File: config.mk
export PLATFORM = sky130hd
export DESIGN_NAME = instr_encoder
export DESIGN_NICKNAME = d
export VERILOG_FILES = /design/src/rtl/instr_encoder.sv
export SDC_FILE = /design/constraint.sdc
export NUM_CORES = 1
export LEC_CHECK = 0
export BUFFER_PORTS_ARGS = -buffer_cell sky130_fd_sc_hd__buf_2
export CAP_MARGIN = 5
export CORE_MARGIN = 4
export CORE_UTILIZATION = 45
export DETAILED_ROUTE_END_ITERATION = 8
export MAX_ROUTING_LAYER = met4
export PLACE_DENSITY = 0.74
export REMOVE_ABC_BUFFERS = 1
export SLEW_MARGIN = 20
export SYNTH_ARGS = -nofsm -noshare
export SYNTH_HDL_FRONTEND = slang
export SYNTH_SLANG_ARGS = --single-unit
File: constraint.sdc
create_clock -name clk -period 5.27 [get_ports clk]
set_input_delay 0.2635 -clock clk [delete_from_list [all_inputs] [get_ports clk]]
set_output_delay 0.2635 -clock clk [all_outputs]
set_load 0.1 [all_outputs]
File: src/rtl/instr_encoder.sv
// rtl/instr_encoder.sv - MIPS-subset instruction encoder with pseudo-op expansion
//
// Turns one command (class, register fields, immediate) into one or two
// 32-bit machine words on a valid/ready output stream.
//
// Ports:
//   clk, reset            clock (rising edge), asynchronous active-low reset
//   cmd_valid/cmd_ready   command handshake; cmd_ready is high only in IDLE
//   cmd_kind              0 R, 1 I, 2 J, 3 NOP, 4 LI, 5 MOVE, 6 BLT, 7 BGE
//   cmd_op/cmd_func       opcode / funct, emitted verbatim
//   cmd_rs/rt/rd/shamt    register and shift fields
//   cmd_imm               [15:0] I/branch, [25:0] J, all 32 bits for LI
//   instr_valid/ready     output word handshake
//   instr, instr_last     encoded word and end-of-command marker
//   instr_cnt             words accepted by the consumer, wraps
module instr_encoder #(
    parameter int AT_REG = 1,
    parameter int CNT_W  = 16
) (
    input  logic             clk,
    input  logic             reset,
    input  logic             cmd_valid,
    output logic             cmd_ready,
    input  logic [2:0]       cmd_kind,
    input  logic [5:0]       cmd_op,
    input  logic [5:0]       cmd_func,
    input  logic [4:0]       cmd_rs,
    input  logic [4:0]       cmd_rt,
    input  logic [4:0]       cmd_rd,
    input  logic [4:0]       cmd_shamt,
    input  logic [31:0]      cmd_imm,
    output logic             instr_valid,
    input  logic             instr_ready,
    output logic [31:0]      instr,
    output logic             instr_last,
    output logic [CNT_W-1:0] instr_cnt
);

    typedef enum logic [1:0] {
        IDLE = 2'd0,
        OUT1 = 2'd1,
        OUT2 = 2'd2
    } state_t;

    localparam logic [2:0] K_R    = 3'd0;
    localparam logic [2:0] K_I    = 3'd1;
    localparam logic [2:0] K_J    = 3'd2;
    localparam logic [2:0] K_NOP  = 3'd3;
    localparam logic [2:0] K_LI   = 3'd4;
    localparam logic [2:0] K_MOVE = 3'd5;
    localparam logic [2:0] K_BLT  = 3'd6;
    localparam logic [2:0] K_BGE  = 3'd7;

    localparam logic [5:0] OP_BEQ  = 6'h04;
    localparam logic [5:0] OP_BNE  = 6'h05;
    localparam logic [5:0] OP_ORI  = 6'h0D;
    localparam logic [5:0] OP_LUI  = 6'h0F;
    localparam logic [5:0] FN_ADDU = 6'h21;
    localparam logic [5:0] FN_SLT  = 6'h2A;

    localparam logic [4:0] AT   = AT_REG[4:0];
    localparam logic [4:0] ZERO = 5'd0;

    state_t            state_q, state_d;
    logic [31:0]       instr_q, instr_d;
    logic [31:0]       word2_q, word2_d;
    logic              last_q, last_d;
    logic [CNT_W-1:0]  cnt_q, cnt_d;

    logic [31:0]       enc_w1, enc_w2;
    logic              enc_two;

    // Word(s) for the command currently on the input; only consumed at accept.
    always_comb begin
        enc_w1  = 32'h0;
        enc_w2  = 32'h0;
        enc_two = 1'b0;
        case (cmd_kind)
            K_R:    enc_w1 = {6'b0, cmd_rs, cmd_rt, cmd_rd, cmd_shamt, cmd_func};
            K_I:    enc_w1 = {cmd_op, cmd_rs, cmd_rt, cmd_imm[15:0]};
            K_J:    enc_w1 = {cmd_op, cmd_imm[25:0]};
            K_NOP:  enc_w1 = 32'h0;
            K_MOVE: enc_w1 = {6'b0, cmd_rs, ZERO, cmd_rd, 5'd0, FN_ADDU};
            K_LI: begin
                if (cmd_imm[31:16] == 16'h0) begin
                    enc_w1 = {OP_ORI, ZERO, cmd_rt, cmd_imm[15:0]};
                end else if (cmd_imm[15:0] == 16'h0) begin
                    enc_w1 = {OP_LUI, ZERO, cmd_rt, cmd_imm[31:16]};
                end else begin
                    enc_w1  = {OP_LUI, ZERO, cmd_rt, cmd_imm[31:16]};
                    enc_w2  = {OP_ORI, cmd_rt, cmd_rt, cmd_imm[15:0]};
                    enc_two = 1'b1;
                end
            end
            K_BLT, K_BGE: begin
                enc_w1  = {6'b0, cmd_rs, cmd_rt, AT, 5'd0, FN_SLT};
                enc_w2  = {(cmd_kind == K_BLT) ? OP_BNE : OP_BEQ, AT, ZERO, cmd_imm[15:0]};
                enc_two = 1'b1;
            end
            default: enc_w1 = 32'h0;
        endcase
    end

    always_comb begin
        state_d = state_q;
        instr_d = instr_q;
        word2_d = word2_q;
        last_d  = last_q;
        cnt_d   = cnt_q;
        case (state_q)
            IDLE: begin
                if (cmd_valid) begin
                    state_d = OUT1;
                    instr_d = enc_w1;
                    word2_d = enc_w2;
                    last_d  = ~enc_two;
                end
            end
            OUT1: begin
                if (instr_ready) begin
                    cnt_d = cnt_q + 1'b1;
                    // In OUT1 last_q low means a second word is still owed.
                    if (!last_q) begin
                        state_d = OUT2;
                        instr_d = word2_q;
                        last_d  = 1'b1;
                    end else begin
                        state_d = IDLE;
                        instr_d = 32'h0;
                        last_d  = 1'b0;
                    end
                end
            end
            OUT2: begin
                if (instr_ready) begin
                    cnt_d   = cnt_q + 1'b1;
                    state_d = IDLE;
                    instr_d = 32'h0;
                    last_d  = 1'b0;
                end
            end
            default: begin
                state_d = IDLE;
                instr_d = 32'h0;
                last_d  = 1'b0;
            end
        endcase
    end

    always_ff @(posedge clk or negedge reset) begin
        if (!reset) begin
            state_q <= IDLE;
            instr_q <= 32'h0;
            word2_q <= 32'h0;
            last_q  <= 1'b0;
            cnt_q   <= '0;
        end else begin
            state_q <= state_d;
            instr_q <= instr_d;
            word2_q <= word2_d;
            last_q  <= last_d;
            cnt_q   <= cnt_d;
        end
    end

    assign cmd_ready   = (state_q == IDLE);
    assign instr_valid = (state_q != IDLE);
    assign instr       = instr_q;
    assign instr_last  = last_q;
    assign instr_cnt   = cnt_q;

endmodule

==> run_results.csv, run 1 <==
group,metric,value,unit
logic_synthesis,synth.top_cells.by_count,"nand2_1, dfrtp_1, o21ai_0",
timing,fin_tns_setup,0,ns
placement,gp_congestion,0.9576,
global_routing,grt_pass1_wl,18660,um
logic_synthesis,synthCells,418,
finish,syn2layout_area_growth,19.95,%
finish,drive_gt1_share,31.13,%
global_routing,grt_start_max_net_pins,77,
setup_path,cpPeakStageDelay,0.74,ns
logic_synthesis,synth-async-reset-ratio,100.0,%
worst_hold_path,hold_class,"in -> async",
finish,fin_util,55.29,%
setup_path,start_kind,"flip-flop",
detailed_routing,avgViaCountPerCell,5.920,
global_routing,antenna_found_initial,0,
detailed_routing,dr_total_vias,3777,
logic_synthesis,yosysTopAreaCell,"dfrtp_1",
finish,design_area,4822,um2
logic_synthesis,synthesis.area,4020,um2
clock_network,path_clk_slew,0.08,ns
power_and_ir_drop,p_sw_share,57.45,%
setup_path,crit_chain,"inv_1, ha_1, and2_1, and2_1, o21ai_0, o21ai_0",
die,initial_core_util,46.10,%
timing,skew,0.007615,ns
power_and_ir_drop,p_clk_share,14.7,%
die,die_w,102.5,um
power_and_ir_drop,p_int,1.334,mW
logic_synthesis,yosysWarnings,0,
logic_synthesis,ys_ff_latch,76,
global_routing,grt_pass1_vias,3604,
setup_path,cp.arrival,2.79,ns
die,ios,122,
finish,finalNetCount,600,
power_and_ir_drop,p_per_area,650.0,nW/um2
detailed_routing,drt_iter0_markers,327,
detailed_routing,drcViolationCount,0,
clock_network,cts_tree,"built",
global_routing,gr-total-overflow,0,
setup_path,cp-end-kind,"flip-flop",
die,die_h,102.5,um
clock_network,cts_max_level,3,
logic_synthesis,synth_edf_count,0,
timing,rsz0062_at_grt,"no",
logic_synthesis,ys_types,54,
power_and_ir_drop,ir_drop,0.4352,mV
power_and_ir_drop,combPwrFrac,56.6,%
logic_synthesis,yosys.area.top_type_share,47.31,%
clock_network,cts_resized,0,
clock_network,cts_made_buffers,9,
clock_network,clk_latency,0.36,ns
power_and_ir_drop,pwr-share-seq,28.7,%
logic_synthesis,ys_seq_area_share,47.31,%
die,dieArea,10510,um2
timing,worst_slack,2.757,ns
timing,max_freq,398.0,MHz
clock_network,cts.sinks,76,
placement,postPlaceCellArea,4621,um2
timing,min_period,2.513,ns
global_routing,track_usage,23.56,%
clock_network,clk_path_buf_depth,2,
setup_path,crit_slowest_cell,"and2_1",
clock_network,cts_setup_buffers,0,
timing,max_slew_margin,35.74,%
setup_path,cp_top_family,"simple AND/OR/NAND/NOR gates",
placement,io_buffers,121,
flow_run,max_cap_viol_count,0,
logic_synthesis,yosysMostFrequentCell,"nand2_1",
logic_synthesis,ys_top_cells_by_area,"dfrtp_1, nand2_1, o21ai_0, a22oi_1, a222oi_1",
detailed_routing,drt_pass1_iterations,5,
clock_network,cts_hold_buf,0,
setup_path,crit_buf_inv,1,
power_and_ir_drop,leakage,2.282,nW
die,coreArea,8721,um2
timing,hold_viol,0,
setup_path,crit_type,"reg -> reg",
logic_synthesis,synth_flop_cell,"dfrtp_1",
finish,n_antenna_cell,0,
setup_path,worstPathMaxFanout,24,
power_and_ir_drop,power_switching,1.801,mW
placement,dp_slack,2.798,ns
detailed_routing,wire_per_inst,18.54,um
setup_path,required,5.54,ns
detailed_routing,wirelength,11830,um
timing,setup_viol_count_final,0,
timing,slew_violations,0,
timing,max_slew.worst_pin.slew,0.9616,ns
die,row_count,34,
logic_synthesis,synth.avg_cell_area,9.617,um2
placement,hpwl,8545,um
timing,fin_crit_sh,47.68,%
clock_network,cts-root-buf,"clkbuf_8",
run_status,status,"finished clean",
detailed_routing,detail-route-antenna-nets,0,
-- power by group through the flow --
stage	combinational (mW)	clock (mW)	sequential [mW]
finish	1.77	0.461	0.901
detailed placement	1.77	0	0.908
global placement	1.75	0	0.902
CTS	1.77	0.469	0.899
floorplan	0.552	0	1.73
global route	1.87	0.495	0.927
-- routing by layer --
metal  share of wire (%)  track usage, %  vias to the layer above  wire, um
li1                    -               -                     1750         -
met1                  43           31.05                     1827      5072
met2                  47           36.59                      182      5585
met3                 8.4           5.480                       18       990
met4                 1.5           6.458                        0       181
met5                   0               -                        -         0
-- cells by family after synthesis --
logic type	synth area share [%]
adder cells (fa/ha/maj)	1.245
flip-flops	47.31
XOR/XNOR	3.704
buffers and inverters	4.482
AO/OA/AOI/OAI	25.12
multiplexers	0.5291
AND/OR/NAND/NOR	17.62
-- stage by stage --
step / instances / hold slack (ns) / power (mW)
2_1_floorplan: 391 / -0.03209 / 2.283
3_3_place_gp: 622 / 0.4610 / 2.652
3_5_place_dp: 622 / 0.4636 / 2.681
4_1_cts: 638 / 0.08553 / 3.143
5_1_grt: 638 / 0.1171 / 3.290
6_report: 638 / 0.06249 / 3.135
-- state kept, by name, indices dropped and copies added, names as in the netlist --
signal and cells:
instr 32, instr_cnt 16, instr_last 1, state_q 2, word2_q 25
-- final timing paths --
| path | endpoint | slack [ns] | start | depth (start not counted) |
|---|---|---|---|---|
| max | instr[5]$_DFFE_PN0P_ | 2.76 | state_q[0]$_DFFE_PN0P_ | 6 |
| min in group clk | instr[31]$_DFFE_PN0P_ | 0.12 | cmd_op[5] | 2 |
| max in group asynchronous | instr[8]$_DFFE_PN0P_ | 4.61 | reset | 1 |
| min reg2reg | instr_cnt[15]$_DFFE_PN0P_ | 0.47 | instr_cnt[15]$_DFFE_PN0P_ | 1 |
| max reg2reg | instr[5]$_DFFE_PN0P_ | 2.76 | state_q[0]$_DFFE_PN0P_ | 6 |
| min | instr_cnt[3]$_DFFE_PN0P_ | 0.06 | reset | 1 |
-- placed cells by master, fill, tap and decap left out, types with 3 or more instances in the layout --
cell | netlist | routed
a211oi_1 | 3 | 3
a21oi_1 | 19 | 19
a221o_1 | 3 | 3
a221oi_1 | 9 | 9
a222oi_1 | 11 | 11
a22o_1 | 6 | 6
a22oi_1 | 16 | 16
and2_1 | 3 | 3
and3_1 | 7 | 7
buf_2 | 8 | 120
buf_4 | 3 | 3
clkbuf_8 | 0 | 10
dfrtp_1 | 76 | 76
ha_1 | 4 | 4
inv_1 | 5 | 5
nand2_1 | 83 | 83
nand3_1 | 6 | 6
nor2_1 | 13 | 13
nor4_1 | 4 | 4
nor4_4 | 4 | 4
o21ai_0 | 39 | 39
o21ai_1 | 20 | 20
o21ai_2 | 10 | 10
xnor2_1 | 12 | 12
xor2_1 | 5 | 5
-- area by class of cell --
| cell class | count | area, um2 |
|---|---|---|
| clock buffers | 11 | 141.4 |
| clock inverters | 5 | 60.06 |
| fillers | 796 | 3899 |
| inverters | 6 | 22.52 |
| multi-input cells | 309 | 1938 |
| flip-flops and latches | 76 | 1902 |
| well taps | 108 | 135.1 |
| repair buffers | 123 | 623.1 |
Note: power is estimated with default switching activity, not from simulation.
==> run 2, diff against run 1 <==
- ABC_AREA: unset -> 1
- clock period: 5.27 -> 2.4 ns (I/O delays scaled with it)
==> run 2 against run 1 <==
  * Clock skew grew 0.0015 ns
  * Non-clock buffer count grew 10
  * Sequential share of layout area shrank 3.3 points
==> run_results.csv, run 2 <==
group,metric,value,unit
run_status,status,"finished clean",
clock_network,cts_tree,"built",
setup_path,cpPeakStageDelay,0.49,ns
finish,instances_no_fill,822,
logic_synthesis,ys_top_cells_by_area,"dfrtp_1, nand2_1, nand3_1, o21ai_0, inv_1",
setup_path,cp-end-kind,"primary output",
detailed_routing,drt_pass1_iterations,5,
setup_path,required,2.28,ns
clock_network,clk_path_buf_depth,2,
timing,slew_violations,0,
die,row_count,35,
timing,worst_slack,0.2126,ns
finish,n_antenna_cell,0,
setup_path,cp_top_family,"buffers and inverters",
clock_network,cts_made_buffers,9,
clock_network,cts.sinks,76,
die,ios,122,
timing,fin_crit_sh,91.14,%
setup_path,crit_type,"reg -> out",
timing,fin_tns_setup,0,ns
logic_synthesis,yosysWarnings,0,
setup_path,rrSetupSlack,0.44,ns
placement,hpwl,9218,um
global_routing,gr-total-overflow,0,
timing,max_freq,457.2,MHz
clock_network,cts_resized,0,
power_and_ir_drop,pwr-share-seq,26.9,%
finish,largest_register_ffs,32,
logic_synthesis,synthCells,568,
global_routing,grt_start_max_net_pins,77,
placement,numPlacedInstances,805,
timing,min_period,2.187,ns
finish,layout_common_cells,"nand2_1, buf_2, dfrtp_1, nand3_1, inv_1",
timing,max_slew_margin,35.32,%
power_and_ir_drop,combPwrFrac,57.8,%
finish,syn2layout_area_growth,22.94,%
logic_synthesis,synth_flop_cell,"dfrtp_1",
logic_synthesis,synth-async-reset-ratio,100.0,%
power_and_ir_drop,p_clk_share,15.3,%
timing,hold_viol,0,
clock_network,cts-root-buf,"clkbuf_8",
global_routing,grt_pass1_wl,20960,um
timing,setup_viol_count_final,0,
placement,io_buffers,121,
clock_network,cts_max_level,3,
logic_synthesis,synthesis.area,4275,um2
detailed_routing,avgViaCountPerCell,5.186,
logic_synthesis,synth.top_cells.by_count,"nand2_1, dfrtp_1, nand3_1",
finish,finalNetCount,763,
logic_synthesis,yosys.area.top_type_share,44.48,%
timing,rsz0062_at_grt,"no",
power_and_ir_drop,ir_drop,0.8306,mV
power_and_ir_drop,leakage,2.891,nW
global_routing,grt_pass1_vias,4217,
setup_path,crit_slowest_cell,"buf_2",
clock_network,clk_latency,0.35,ns
logic_synthesis,yosysTopAreaCell,"dfrtp_1",
logic_synthesis,ys_types,37,
finish,fillers,889,
power_and_ir_drop,p_int,3.127,mW
die,die_h,105.5,um
power_and_ir_drop,power_switching,4.328,mW
power_and_ir_drop,p_per_area,1418,nW/um2
finish,layout_commonest_cell,"nand2_1",
logic_synthesis,ys_seq_area_share,44.48,%
finish,drive_gt1_share,24.96,%
clock_network,cts_hold_buf,1,
detailed_routing,dr_total_vias,4263,
global_routing,antenna_found_initial,0,
clock_network,cts_setup_buffers,0,
placement,gp_congestion,0.9614,
die,coreArea,9240,um2
power_and_ir_drop,power,7.455,mW
logic_synthesis,synth.avg_cell_area,7.527,um2
setup_path,crit_chain,"inv_1, ha_1, buf_4, buf_2",
clock_network,path_clk_slew,0.08,ns
die,dieArea,11120,um2
worst_hold_path,hold_class,"in -> reg",
timing,max_slew.worst_pin.slew,0.9701,ns
timing,skew,0.009122,ns
finish,multi_input_area,2082,um2
logic_synthesis,yosysMostFrequentCell,"nand2_1",
die,die_w,105.5,um
setup_path,start_kind,"flip-flop",
detailed_routing,drcViolationCount,0,
setup_path,crit_buf_inv,3,
detailed_routing,wire_per_inst,15.30,um
placement,dp_slack,0.4596,ns
detailed_routing,wirelength,12580,um
detailed_routing,drt_iter0_markers,351,
finish,regArea,1902,um2
die,initial_core_util,46.27,%
logic_synthesis,ys_ff_latch,76,
setup_path,cp.arrival,2.07,ns
detailed_routing,detail-route-antenna-nets,0,
flow_run,max_cap_viol_count,0,
global_routing,track_usage,24.06,%
logic_synthesis,synth_edf_count,0,
power_and_ir_drop,p_sw_share,58.05,%
setup_path,worstPathMaxFanout,21,
==> run 2: cell type report <==
cell class / count / area share, %
clock buffers: 10 / 2.618
clock inverters: 6 / 1.809
inverters: 44 / 3.142
multi-input cells: 424 / 39.61
flip-flops and latches: 76 / 36.18
well taps: 129 / 3.071
repair buffers: 133 / 13.57
==> run 2: power by group through the flow <==
| stage | clock, mW | sequential, mW | combinational [mW] |
|---|---|---|---|
| after global routing | 1.22 | 2.07 | 4.56 |
| after detailed placement | 0 | 2.03 | 4.31 |
| after global placement | 0 | 2.00 | 4.26 |
| after CTS | 1.16 | 2.01 | 4.32 |
| final | 1.14 | 2.01 | 4.31 |
| after floorplan | 0 | 4.11 | 1.23 |
==> run 2: worst register-to-register path, delay by kind of cell (launching register included) <==
family                     cells  cell delay (ns)
and+or+nand+nor                1             0.09
buffers and inverters          4             0.62
DFF                            1             0.40
AOI/OAI and AO/OA              2             0.35
adders and majority gates      1             0.36
==> run 2: cells by family after synthesis <==
family                   after synthesis  synth area share, %
buffers and inverters                 68                6.819
XOR/XNOR                              15                3.073
flip-flops                            76                44.48
AO/OA/AOI/OAI                         84                11.56
multiplexers                           1               0.2634
adder cells (fa/ha/maj)                4                1.171
AND/OR/NAND/NOR                      320                32.63
==> run 2: path summary, 6_finish.rpt <==
path,startpoint,cells after the start,end
max in group asynchronous,reset,2,instr[9]$_DFFE_PN0P_
worst min register to register,instr_cnt[15]$_DFFE_PN0P_,1,instr_cnt[15]$_DFFE_PN0P_
worst min-delay path,cmd_rt[0],3,word2_q[21]$_DFFE_PN0P_
min in group asynchronous,reset,2,instr[20]$_DFFE_PN0P_
worst max-delay path,state_q[0]$_DFFE_PN0P_,4,cmd_ready
worst max register to register,state_q[0]$_DFFE_PN0P_,8,instr_last$_DFFE_PN0P_
==> run 2: metal layers <==
layer | vias up | GRT usage [%] | routed length (um)
li1 | 2072 | - | -
met1 | 1978 | 31.62 | 5510
met2 | 195 | 37.57 | 5844
met3 | 18 | 5.266 | 1052
met4 | 0 | 6.935 | 170
met5 | - | - | 0
==> run 2: per-stage QoR <==
stage          hold slack [ns]  instance area (um2)  util, %
2_1_floorplan          -0.1756                 4149        -
3_3_place_gp            0.3285                 5014    54.26
3_5_place_dp            0.3409                 5014    54.26
4_1_cts               0.007861                 5256    56.89
5_1_grt                0.03204                 5256    56.89
6_report               0.02056                 5256    56.89
